[src/rtl/uart_pkg.sv]
// Shared UART definitions: FSM state encoding, parity modes and line levels.
// The matching receiver imports the same package.
package uart_pkg;

  typedef enum logic [2:0] {
    ST_IDLE,
    ST_ARM,
    ST_START,
    ST_DATA,
    ST_PARITY,
    ST_STOP
  } uart_state_t;

  localparam int PARITY_NONE = 0;
  localparam int PARITY_EVEN = 1;
  localparam int PARITY_ODD  = 2;

  localparam logic LINE_IDLE  = 1'b1;
  localparam logic LINE_START = 1'b0;

  // acc is the XOR of the data bits; odd parity sends its inverse.
  function automatic logic parity_bit(input logic acc, input int mode);
    return (mode == PARITY_ODD) ? ~acc : acc;
  endfunction

endpackage

[src/rtl/uart_tx_shift.sv]
// Load/shift register for the data bits of one frame, with bit index and
// a done flag raised while the last data bit is on the line.
module uart_tx_shift #(
  parameter int WIDTH = 8
) (
  input  logic             clk,
  input  logic             rst_n,
  input  logic             load,
  input  logic             shift,
  input  logic [WIDTH-1:0] din,
  output logic             cur_bit,
  output logic             next_bit,
  output logic             done
);

  logic [WIDTH-1:0] sh;
  logic [2:0]       idx;

  assign cur_bit  = sh[0];
  assign next_bit = sh[1];
  assign done     = (idx == 3'(WIDTH - 1));

  // The index wraps to zero on the final shift so it is ready for the next frame.
  always_ff @(posedge clk) begin
    if (!rst_n) begin
      sh  <= '0;
      idx <= '0;
    end else if (load) begin
      sh  <= din;
      idx <= '0;
    end else if (shift) begin
      sh  <= sh >> 1;
      idx <= done ? 3'd0 : idx + 3'd1;
    end
  end

endmodule

[src/rtl/uart_tx_frame.sv]
// UART frame transmitter: accepts a byte over VALID/READY and sends start,
// LSB-first data, optional parity and stop bits, one bit per BAUD_TICK.
module uart_tx_frame
  import uart_pkg::*;
#(
  parameter int DATA_BITS = 8,
  parameter int PARITY    = PARITY_NONE,
  parameter int STOP_BITS = 1
) (
  input  logic                 CLKIN,
  input  logic                 RESETN,
  input  logic                 BAUD_TICK,
  input  logic [DATA_BITS-1:0] DATA,
  input  logic                 VALID,
  output logic                 READY,
  output logic                 TX,
  output logic                 BUSY
);

  if (DATA_BITS < 5 || DATA_BITS > 8 || PARITY < PARITY_NONE || PARITY > PARITY_ODD ||
      STOP_BITS < 1 || STOP_BITS > 2) begin : g_bad_param
    $error("uart_tx_frame: illegal DATA_BITS/PARITY/STOP_BITS");
  end

  uart_state_t state, state_next;
  logic        tx_q, tx_d;
  logic        stop_cnt, stop_cnt_d;
  logic        par_acc;
  logic        accept, shift_en, last_stop, parity_out;
  logic        cur_bit, next_bit, bits_done;

  // Handshake: a byte transfers on any CLKIN edge where VALID and READY are
  // both high. READY is high only in IDLE, so DATA/VALID are ignored mid-frame.
  assign accept     = VALID && READY;
  assign READY      = (state == ST_IDLE);
  assign BUSY       = (state != ST_IDLE);
  assign TX         = tx_q;
  assign shift_en   = (state == ST_DATA) && BAUD_TICK;
  assign last_stop  = (stop_cnt == 1'(STOP_BITS - 1));
  assign parity_out = parity_bit(par_acc, PARITY);

  uart_tx_shift #(
    .WIDTH(DATA_BITS)
  ) u_shift (
    .clk     (CLKIN),
    .rst_n   (RESETN),
    .load    (accept),
    .shift   (shift_en),
    .din     (DATA),
    .cur_bit (cur_bit),
    .next_bit(next_bit),
    .done    (bits_done)
  );

  always_ff @(posedge CLKIN) begin
    if (!RESETN) begin
      state    <= ST_IDLE;
      tx_q     <= LINE_IDLE;
      stop_cnt <= 1'b0;
      par_acc  <= 1'b0;
    end else begin
      state    <= state_next;
      tx_q     <= tx_d;
      stop_cnt <= stop_cnt_d;
      if (accept) par_acc <= ^DATA;
    end
  end

  // Ticks that arrive in IDLE (including one coincident with accept) do nothing.
  always_comb begin
    state_next = state;
    case (state)
      ST_IDLE:   if (accept) state_next = ST_ARM;
      ST_ARM:    if (BAUD_TICK) state_next = ST_START;
      ST_START:  if (BAUD_TICK) state_next = ST_DATA;
      ST_DATA:   if (BAUD_TICK && bits_done)
                   state_next = (PARITY != PARITY_NONE) ? ST_PARITY : ST_STOP;
      ST_PARITY: if (BAUD_TICK) state_next = ST_STOP;
      ST_STOP:   if (BAUD_TICK && last_stop) state_next = ST_IDLE;
      default:   state_next = ST_IDLE;
    endcase
  end

  // tx_d is the level for the bit period that the current tick opens.
  always_comb begin
    tx_d       = tx_q;
    stop_cnt_d = stop_cnt;
    case (state)
      ST_IDLE: tx_d = LINE_IDLE;
      ST_ARM:  if (BAUD_TICK) tx_d = LINE_START;
      ST_START: if (BAUD_TICK) tx_d = cur_bit;
      ST_DATA: begin
        if (BAUD_TICK) begin
          if (!bits_done)                 tx_d = next_bit;
          else if (PARITY != PARITY_NONE) tx_d = parity_out;
          else                            tx_d = LINE_IDLE;
        end
      end
      ST_PARITY: if (BAUD_TICK) tx_d = LINE_IDLE;
      ST_STOP: begin
        if (BAUD_TICK) begin
          tx_d       = LINE_IDLE;
          stop_cnt_d = last_stop ? 1'b0 : stop_cnt + 1'b1;
        end
      end
      default: tx_d = LINE_IDLE;
    endcase
  end

endmodule

[config.mk]
export PLATFORM = sky130hd
export DESIGN_NAME = uart_tx_frame
export DESIGN_NICKNAME = d
export VERILOG_FILES = /design/src/rtl/uart_pkg.sv /design/src/rtl/uart_tx_shift.sv /design/src/rtl/uart_tx_frame.sv
export SDC_FILE = /design/constraint.sdc
export NUM_CORES = 1
export LEC_CHECK = 0
export CORE_MARGIN = 2
export CORE_UTILIZATION = 47
export CTS_BUF_LIST = sky130_fd_sc_hd__clkbuf_4 sky130_fd_sc_hd__clkbuf_8
export CTS_CLUSTER_DIAMETER = 120
export DETAILED_ROUTE_END_ITERATION = 16
export GPL_TIMING_DRIVEN = 0
export HOLD_SLACK_MARGIN = 0.12
export PLACE_DENSITY_LB_ADDON = 0.25
export SYNTH_ARGS = -nofsm -noshare
export SYNTH_HDL_FRONTEND = slang
export SYNTH_SLANG_ARGS = --single-unit
export TNS_END_PERCENT = 10
[constraint.sdc]
create_clock -name CLKIN -period 1.4 [get_ports CLKIN]
set_input_delay 0.28 -clock CLKIN [delete_from_list [all_inputs] [get_ports CLKIN]]
set_output_delay 0.28 -clock CLKIN [all_outputs]
set_load 0.02 [all_outputs]
==> impl_metrics.yaml, run 1 <==
power:
  p_comb_frac: 0.215
  p_sw_mw: 0.270
  p_sw_frac: 0.288
  pwr-share-clk: 0.276
  p_leak_nw: 0.356
  seqPwrFrac: 0.509
  vdd_drop_max_uv: 661
  internal_power_mw: 0.669
  power_density_mw_per_mm2: 965
floorplan:
  core_sq_mm: 0.00151
  die_h_um: 44.1
  pin_count: 15
  die_w_um: 44.1
  die-area_sq_mm: 0.00195
  rows: 14
  floorplan.initialDensity: 0.502
synthesis:
  synth_most_common_cell: "nand2_1"
  synth-seq-cells: 15
  synth_cell_types: 30
  synthFlopType: "dfxtp_1"
  syn_nets: 103
  synth_cells: 89
  synth_area_leaders: "dfxtp_1, nand2_1, o21ai_0"
  synth_top_area_share: 0.397
  synth_edf_count: 0
  synth.avg_cell_area_sq_um: 8.51
  async_flop_share: 0
  synth_area_sq_um: 757
  ys_seq_area_frac: 0.397
  yosys.area.top_type: "dfxtp_1"
  yosys-top-cells-count: "nand2_1, dfxtp_1, o21ai_0, a21oi_1, buf_2"
  ys.warnings.count: 0
cells_and_area:
  drive_gt1_frac: 0.187
  area_delta_synth_final_pct: 28.6
  finalNonFillerCells: 123
  final_nets: 122
  antenna_cells: 0
setup_path:
  worstPathRequired_ns: 1.12
  r2r_cells: 4
  rrSetupSlack_ns: -0.03
  crit_type: "register to output port"
  cp_top_family: "flip-flops"
  r2r_start: "state[1]$_SDFFE_PN0P_"
  arrival_ns: 1.18
  start_kind: "register"
  crit_slowest_cell: "dfxtp_4"
  worst_setup_path_end_kind: "output port"
  crit_chain: "buf_8 -> nor3_4 -> inv_1 -> buf_6"
  worstPathMaxFanout: 7
  worst_path_largest_cell_delay_ns: 0.37
  path_buf_inv: 3
  cp-startpoint: "state[0]$_SDFFE_PN0P_"
  worstSetupPathDepth: 4
flow_run:
  drv_cap: 0
sta:
  fin_crit_sh: 1.04
  worst_pin_slew_ns: 0.452
  drv_slew: 0
  post-route-min-period_ns: 1.46
  setup_ws_ns: -0.0600
  maxSlewHeadroom: 0.698
  setup_violations: 5
  rsz0062_at_grt: "yes"
  fin_setup_tns_ns: -0.176
  skew_ns: 0.00349
  hold_viol: 0
  fmax_mhz: 685
drt:
  ant_nets: 0
  drc: 0
  drtPass1Iterations: 3
  routedWlPerCell_um: 13.4
  dr.first_iter.drc_count: 6
  num_vias: 705
  wl_mm: 1.64
  viasPerCell: 5.73
global_routing:
  antenna_found_initial: 0
  first_global_vias: 689
  grt_max_degree: 11
  grtUsageTotal: 0.204
  grt_first_pass_wirelength_mm: 2.87
  grt_overflow: 0
hold_path:
  hp-start: "u_shift.idx[1]$_SDFFE_PP0P_"
  holdPathStages: 2
  hold_class: "register to register"
placed_design:
  io_buffers: 13
  gp_congestion: 0.809
  dp.cells: 118
  dp_hpwl_mm: 1.17
status:
  status: "finished with violations"
  violations: "setup timing"
clocking:
  clkTransAtPathRegs_ns: 0.10
  clockBufferDepth: 2
  cts.sinks: 15
  cts_tree: "built"
  h-tree-depth: 1
  ctsHoldBuffers: 0
  cts_buffers: 3
  clk_latency_ns: 0.29
  cts_root_buffer: "clkbuf_4"
-- layout make-up --
cell class,instances,area [sq um]
Tap cell,16,20.0
Inverter,2,7.51
Timing Repair Buffer,14,131
Clock inverter,1,5.00
Sequential cell,15,305
Multi-Input combinational cell,64,419
Buffer,8,62.6
Fill cell,135,533
Clock buffer,3,22.5
-- routing by layer --
metal  global-route usage  vias to the layer above  share of wire
li1                     -                      359              -
met1                0.219                      330           0.46
met2                0.365                       12           0.48
met3               0.0490                        4          0.036
met4                0.109                        0          0.018
met5                    0                        -              0
-- power groups by stage --
stage,logic (mW),clock network (mW),registers (mW)
after floorplan,0.116,0,0.482
after detailed placement,0.188,0,0.485
final,0.202,0.259,0.478
after global routing,0.220,0.276,0.482
after CTS,0.184,0.264,0.475
after global placement,0.185,0,0.484
-- worst reg2reg max path: cells and delay by family, from the launching register on --
family                 cells  cell delay [ns]
and+or+nand+nor            2             0.64
AOI/OAI and AO/OA          1             0.16
DFF                        1             0.36
buffers and inverters      1             0.17
-- kinds of logic (layout without fill, tap and decap cells) --
logic type	count (synthesis)	count (layout)	synth area share
and+or+nand+nor	37	37	0.281
buffers and inverters	10	28	0.0678
AOI/OAI and AO/OA	25	25	0.221
DFF	15	15	0.397
adders and majority gates	2	2	0.0331
-- final timing paths --
check                                                   end
worst max-delay path                                   BUSY
worst min-delay path            u_shift.idx[1]$_SDFFE_PP0P_
worst max register to register   u_shift.sh[1]$_SDFFE_PN0P_
worst min register to register  u_shift.idx[1]$_SDFFE_PP0P_
-- sequential cells by signal, indices dropped and copies added (netlist names) --
signal	cells
TX	1
state	3
u_shift.idx	3
u_shift.sh	8
-- metrics by stage --
step | area (sq um) | hold slack [ns] | util | worst slack, ns | power, mW
5_1_grt | 973 | 0.501 | 0.646 | -0.105 | 0.978
4_1_cts | 937 | 0.448 | 0.622 | -0.107 | 0.924
3_5_place_dp | 912 | 0.449 | 0.605 | -0.381 | 0.673
3_3_place_gp | 912 | 0.445 | 0.605 | -0.382 | 0.669
6_report | 973 | 0.465 | 0.646 | -0.0600 | 0.939
2_1_floorplan | 762 | 0.418 | - | 0.0291 | 0.599
-- cells in the final DEF, fill, tap and decap left out, drive strengths merged, types with 3 or more instances in the layout --
| master | Yosys | layout |
|---|---|---|
| nand3 | 4 | 4 |
| buf | 6 | 9 |
| dfxtp | 15 | 15 |
| a31oi | 4 | 4 |
| o21ai | 6 | 6 |
| a21oi | 5 | 5 |
| nand2 | 16 | 16 |
| clkdlybuf4s50 | 0 | 9 |
| clkbuf | 2 | 5 |
| a21boi | 3 | 3 |
-- timing repair --
| action | 4_1_cts | 5_1_grt |
|---|---|---|
| resized for setup | 14 | 13 |
| gates cloned | 0 | 0 |
| endpoints found under the setup margin | 11 | 12 |
| buffers inserted | 0 | 1 |
| pin swaps | 0 | 1 |
Power figures use the tool's default switching activity.
==> run 2: changes to the inputs <==
--- a/config.mk
+++ b/config.mk
@@ -13,6 +13,7 @@
 export GPL_TIMING_DRIVEN = 0
 export HOLD_SLACK_MARGIN = 0.12
 export PLACE_DENSITY_LB_ADDON = 0.25
+export RECOVER_POWER = 50
 export SYNTH_ARGS = -nofsm -noshare
 export SYNTH_HDL_FRONTEND = slang
 export SYNTH_SLANG_ARGS = --single-unit
==> run 2 against run 1 <==
  * The flow still finishes with violations (setup timing)
  * Clock-buffer cell count stayed put
  * Fmax fell by 0.12%
  * Sequential power barely moved
  * Power up 0.13%
  * Largest cell class unchanged
  * Largest power group unchanged
  * Critical path type unchanged
  * Register-to-register slack hardly changed
  * Hold slack worse by 0.00061 ns
  * Worst setup slack got worse by 0.0018 ns
  * Clock skew is 0.0011 ns lower
  * Via count increased by 1.1%
  * Flip-flop and latch count unchanged
  * Routed wire length rose by 0.55%
  * Cell area down 0.26%
==> impl_metrics.yaml, run 2 (synthesized netlist as in run 1, its figures left out) <==
status:
  status: "finished with violations"
  violations: "setup timing"
hold_path:
  holdPathStages: 2
  hold_class: "register to register"
  hp-start: "u_shift.idx[1]$_SDFFE_PP0P_"
  holdPathEnd: "u_shift.idx[1]$_SDFFE_PP0P_"
global_routing:
  antenna_found_initial: 0
  grt_first_pass_wirelength_mm: 2.87
  grtUsageTotal: 0.204
  grt_max_degree: 11
  first_global_vias: 689
  grt_overflow: 0
sta:
  fmax_mhz: 684
  worst_pin_slew_ns: 0.455
  setup_ws_ns: -0.0618
  drv_slew: 0
  rsz0062_at_grt: "yes"
  skew_ns: 0.00237
  hold_viol: 0
  post-route-min-period_ns: 1.46
  maxSlewHeadroom: 0.696
  fin_crit_sh: 1.04
  setup_violations: 5
  fin_setup_tns_ns: -0.191
setup_path:
  worst_setup_path_end_kind: "output port"
  crit_slowest_cell: "dfxtp_4"
  crit_type: "register to output port"
  r2r-end: "u_shift.sh[1]$_SDFFE_PN0P_"
  r2r_cells: 4
  rrSetupSlack_ns: -0.03
  crit_chain: "buf_8 -> nor3_4 -> inv_1 -> buf_6"
  r2r_start: "state[1]$_SDFFE_PN0P_"
  arrival_ns: 1.18
  worst_path_largest_cell_delay_ns: 0.37
  worstPathMaxFanout: 7
  start_kind: "register"
  worstPathRequired_ns: 1.12
cells_and_area:
  top_register: "u_shift.sh"
  largest_register_ffs: 8
  antenna_cells: 0
  final_cell_mix: "nand2_1, dfxtp_1, clkdlybuf4s50_1"
  largestRegisters: "u_shift.sh (8), state (3), u_shift.idx (3)"
  final_common_cell: "nand2_1"
  area_delta_synth_final_pct: 28.3
  final_nets: 122
  drive_gt1_frac: 0.178
drt:
  num_vias: 713
  dr.first_iter.drc_count: 8
  routedWlPerCell_um: 13.4
  ant_nets: 0
  drtPass1Iterations: 3
  drc: 0
  wl_mm: 1.65
  viasPerCell: 5.80
clocking:
  h-tree-depth: 1
  clk_latency_ns: 0.29
  cts_root_buffer: "clkbuf_4"
  clockBufferDepth: 2
  ctsHoldBuffers: 0
  cts.sinks: 15
  cts_tree: "built"
  clkTransAtPathRegs_ns: 0.10
  cts_buffers: 3
power:
  p_comb_frac: 0.215
  seqPwrFrac: 0.508
  power_density_mw_per_mm2: 968
  p_sw_frac: 0.288
  pwr-share-clk: 0.277
  vdd_drop_max_uv: 661
  p_sw_mw: 0.271
  p_leak_nw: 0.359
  internal_power_mw: 0.669
placed_design:
  dp_hpwl_mm: 1.17
  gp_congestion: 0.809
  io_buffers: 13
  dpl_worst_slack_ns: -0.381
floorplan:
  floorplan.initialDensity: 0.502
  rows: 14
  die-area_sq_mm: 0.00195
  die_h_um: 44.1
  pin_count: 15
  core_sq_mm: 0.00151
  die_w_um: 44.1
flow_run:
  drv_cap: 0
[run 2: cell types whose count changed in the layout (fill, tap and decap cells not counted)]
| cell | delta |
|---|---|
| ha_2 | -1 |
| ha_1 | +1 |
[run 2: critical path, delay by kind of cell (launching register included)]
kind / cells / cell delay (ns)
buffers and inverters: 3 / 0.33
AND/OR/NAND/NOR: 1 / 0.19
flip-flops: 1 / 0.37
[run 2: per-layer routing]
| metal | vias to the layer above | wire [um] | share of wire | GRT usage |
|---|---|---|---|---|
| met4 | 0 | 23 | 0.014 | 0.109 |
| met5 | - | 0 | 0 | 0 |
| met3 | 4 | 53 | 0.032 | 0.0490 |
| met1 | 337 | 755 | 0.46 | 0.219 |
| met2 | 12 | 821 | 0.50 | 0.365 |
| li1 | 360 | - | - | - |
[run 2: repair_timing]
action                                 in CTS  in global routing
endpoints found under the hold margin       0                  0
setup endpoints to repair                  11                 12
setup buffers                               0                  1
resized for setup                          14                 13
pin swaps                                   0                  1
[run 2: power by group through the flow]
| stage | clock, mW | sequential, mW | combinational [mW] |
|---|---|---|---|
| 2_1_floorplan | 0 | 0.482 | 0.116 |
| 3_3_place_gp | 0 | 0.484 | 0.185 |
| 3_5_place_dp | 0 | 0.485 | 0.188 |
| 4_1_cts | 0.264 | 0.475 | 0.184 |
| 5_1_grt | 0.276 | 0.482 | 0.220 |
| 6_report | 0.260 | 0.478 | 0.203 |
[run 2: stage by stage]
| step | total power, mW | cell area, sq um | cells | hold WS (ns) | utilization |
|---|---|---|---|---|---|
| after floorplan | 0.599 | 762 | 89 | 0.418 | - |
| after global placement | 0.669 | 912 | 118 | 0.445 | 0.605 |
| after detailed placement | 0.673 | 912 | 118 | 0.449 | 0.605 |
| after CTS | 0.924 | 937 | 122 | 0.448 | 0.622 |
| after global routing | 0.978 | 971 | 123 | 0.501 | 0.645 |
| final | 0.940 | 971 | 123 | 0.464 | 0.645 |
[run 2: layout make-up]
cell class	count	area [sq um]
fillers	136	536
multi-input cells	64	417
flip-flops and latches	15	305
repair buffers	14	131
plain buffers	8	62.6
clock buffers	3	22.5
well taps	16	20.0
inverters	2	7.51
clock inverters	1	5.00
[run 2: worst max-delay path by stage]
stage | startpoint | slack [ns] | cells after the start | to
finish | state[0]$_SDFFE_PN0P_ | -0.06 | 4 | BUSY
global route | state[0]$_SDFFE_PN0P_ | -0.11 | 4 | BUSY
CTS | state[1]$_SDFFE_PN0P_ | -0.11 | 4 | BUSY
detailed placement | VALID | -0.38 | 5 | u_shift.sh[2]$_SDFFE_PN0P_
global placement | VALID | -0.38 | 5 | u_shift.sh[1]$_SDFFE_PN0P_
floorplan | state[1]$_SDFFE_PN0P_ | 0.03 | 3 | BUSY
==> run 3: changes to the inputs <==
--- a/config.mk
+++ b/config.mk
@@ -12,8 +12,9 @@
 export DETAILED_ROUTE_END_ITERATION = 16
 export GPL_TIMING_DRIVEN = 0
 export HOLD_SLACK_MARGIN = 0.12
-export PLACE_DENSITY_LB_ADDON = 0.25
+export PLACE_DENSITY = 0.85
 export RECOVER_POWER = 50
+export SLEW_MARGIN = 5
 export SYNTH_ARGS = -nofsm -noshare
 export SYNTH_HDL_FRONTEND = slang
 export SYNTH_SLANG_ARGS = --single-unit
==> run 3 against run 2 <==
  * Largest power group unchanged
  * Power grew 3.1%
  * Sequential share of layout area shrank 0.99 points
  * The run still ends with setup timing left
  * Cell count grew 1.6%
==> impl_metrics.yaml, run 3 (synthesized netlist as in run 1, its figures left out) <==
cells_and_area:
  finalNonFillerCells: 125
  antenna_cells: 0
  utilization: 0.663
  design_area_sq_um: 998
  drive_gt1_frac: 0.211
  final_cell_mix: "nand2_1, dfxtp_1, clkdlybuf4s50_1"
  area_delta_synth_final_pct: 31.9
  final_common_cell: "nand2_1"
  largest_register_ffs: 8
  top_register: "u_shift.sh"
  largestRegisters: "u_shift.sh (8), state (3), u_shift.idx (3)"
  final_nets: 124
flow_run:
  drv_cap: 0
drt:
  num_vias: 728
  drtPass1Iterations: 4
  routedWlPerCell_um: 12.7
  ant_nets: 0
  wl_mm: 1.59
  dr.first_iter.drc_count: 23
  viasPerCell: 5.82
  drc: 0
floorplan:
  die_h_um: 44.1
  floorplan.initialDensity: 0.502
  core_sq_mm: 0.00151
  die_w_um: 44.1
  die-area_sq_mm: 0.00195
  rows: 14
  pin_count: 15
placed_design:
  dpl_cell_area_sq_um: 912
  dp_hpwl_mm: 1.08
  io_buffers: 13
  gp_congestion: 0.766
  dp.cells: 118
sta:
  maxSlewHeadroom: 0.718
  worst_pin_slew_ns: 0.423
  skew_ns: 0.00577
  post-route-min-period_ns: 1.47
  setup_violations: 10
  setup_ws_ns: -0.0735
  hold_viol: 0
  drv_slew: 0
  fin_crit_sh: 1.05
  rsz0062_at_grt: "yes"
  fmax_mhz: 679
global_routing:
  grtUsageTotal: 0.185
  grt_overflow: 0
  grt_max_degree: 11
  antenna_found_initial: 0
  grt_first_pass_wirelength_mm: 2.64
  first_global_vias: 579
setup_path:
  start_kind: "register"
  worstPathRequired_ns: 1.59
  cp-startpoint: "state[0]$_SDFFE_PN0P_"
  r2r_start: "state[0]$_SDFFE_PN0P_"
  arrival_ns: 1.66
  crit_type: "register to register"
  worst_setup_path_end_kind: "register"
  worstPathMaxFanout: 10
status:
  status: "finished with violations"
  violations: "setup timing"
clocking:
  cts_buffers: 3
  clkTransAtPathRegs_ns: 0.09
  cts_root_buffer: "clkbuf_4"
  h-tree-depth: 1
  cts.sinks: 15
  cts_tree: "built"
  ctsHoldBuffers: 0
  clk_latency_ns: 0.29
  clockBufferDepth: 2
power:
  p_total_mw: 0.969
  vdd_drop_max_uv: 520
  power_density_mw_per_mm2: 971
  p_leak_nw: 0.377
hold_path:
  hold_class: "register to register"
  hp-start: "u_shift.idx[1]$_SDFFE_PP0P_"
run 3: final timing paths:
path	end	slack, ns	cells past startpoint
max reg2reg	u_shift.sh[1]$_SDFFE_PN0P_	-0.07	5
min	u_shift.idx[1]$_SDFFE_PP0P_	0.46	2
max	u_shift.sh[1]$_SDFFE_PN0P_	-0.07	5
min reg2reg	u_shift.idx[1]$_SDFFE_PP0P_	0.46	2
run 3: area by class of cell:
| cell class | instances | area [sq um] |
|---|---|---|
| fill | 132 | 508 |
| clock buffer | 4 | 30.0 |
| multi-input combinational | 64 | 429 |
| inverter | 2 | 7.51 |
| buffer | 8 | 58.8 |
| sequential | 15 | 304 |
| tap | 16 | 20.0 |
| timing repair buffer | 16 | 149 |
run 3: worst max-delay path, stage by stage, from the launching register on:
cell and delay, ns:
dfxtp_2 0.35, buf_4 0.13, or4b_4 0.52, buf_6 0.17
o221ai_2 0.15, nor2_1 0.06
run 3: per-layer routing:
metal | vias to the layer above | track usage | routed length, um | share of wire
met3 | 5 | 0.0245 | 115 | 0.072
met4 | 0 | 0.109 | 27 | 0.017
met1 | 326 | 0.247 | 769 | 0.48
li1 | 370 | - | - | -
met5 | - | 0 | 0 | 0
met2 | 27 | 0.285 | 676 | 0.43
run 3: what timing repair did:
item / in CTS / in global routing
gates resized for setup: 17 / 13
gates cloned: 0 / 0
setup endpoints to repair: 11 / 14
pin swaps: 0 / 1
buffers inserted: 0 / 3
run 3: power by group:
group	switching, mW	internal, mW
Clock	0.143	0.130
Combinational	0.102	0.116
Sequential	0.0205	0.457
Total	0.266	0.704
run 3: stage by stage:
step | hold slack [ns] | TNS (ns) | setup slack, ns
2_1_floorplan | 0.418 | 0 | 0.0291
3_3_place_gp | 0.445 | -3.70 | -0.366
3_5_place_dp | 0.451 | -3.84 | -0.368
4_1_cts | 0.446 | -0.199 | -0.0962
5_1_grt | 0.490 | -0.888 | -0.114
6_report | 0.460 | -0.321 | -0.0735
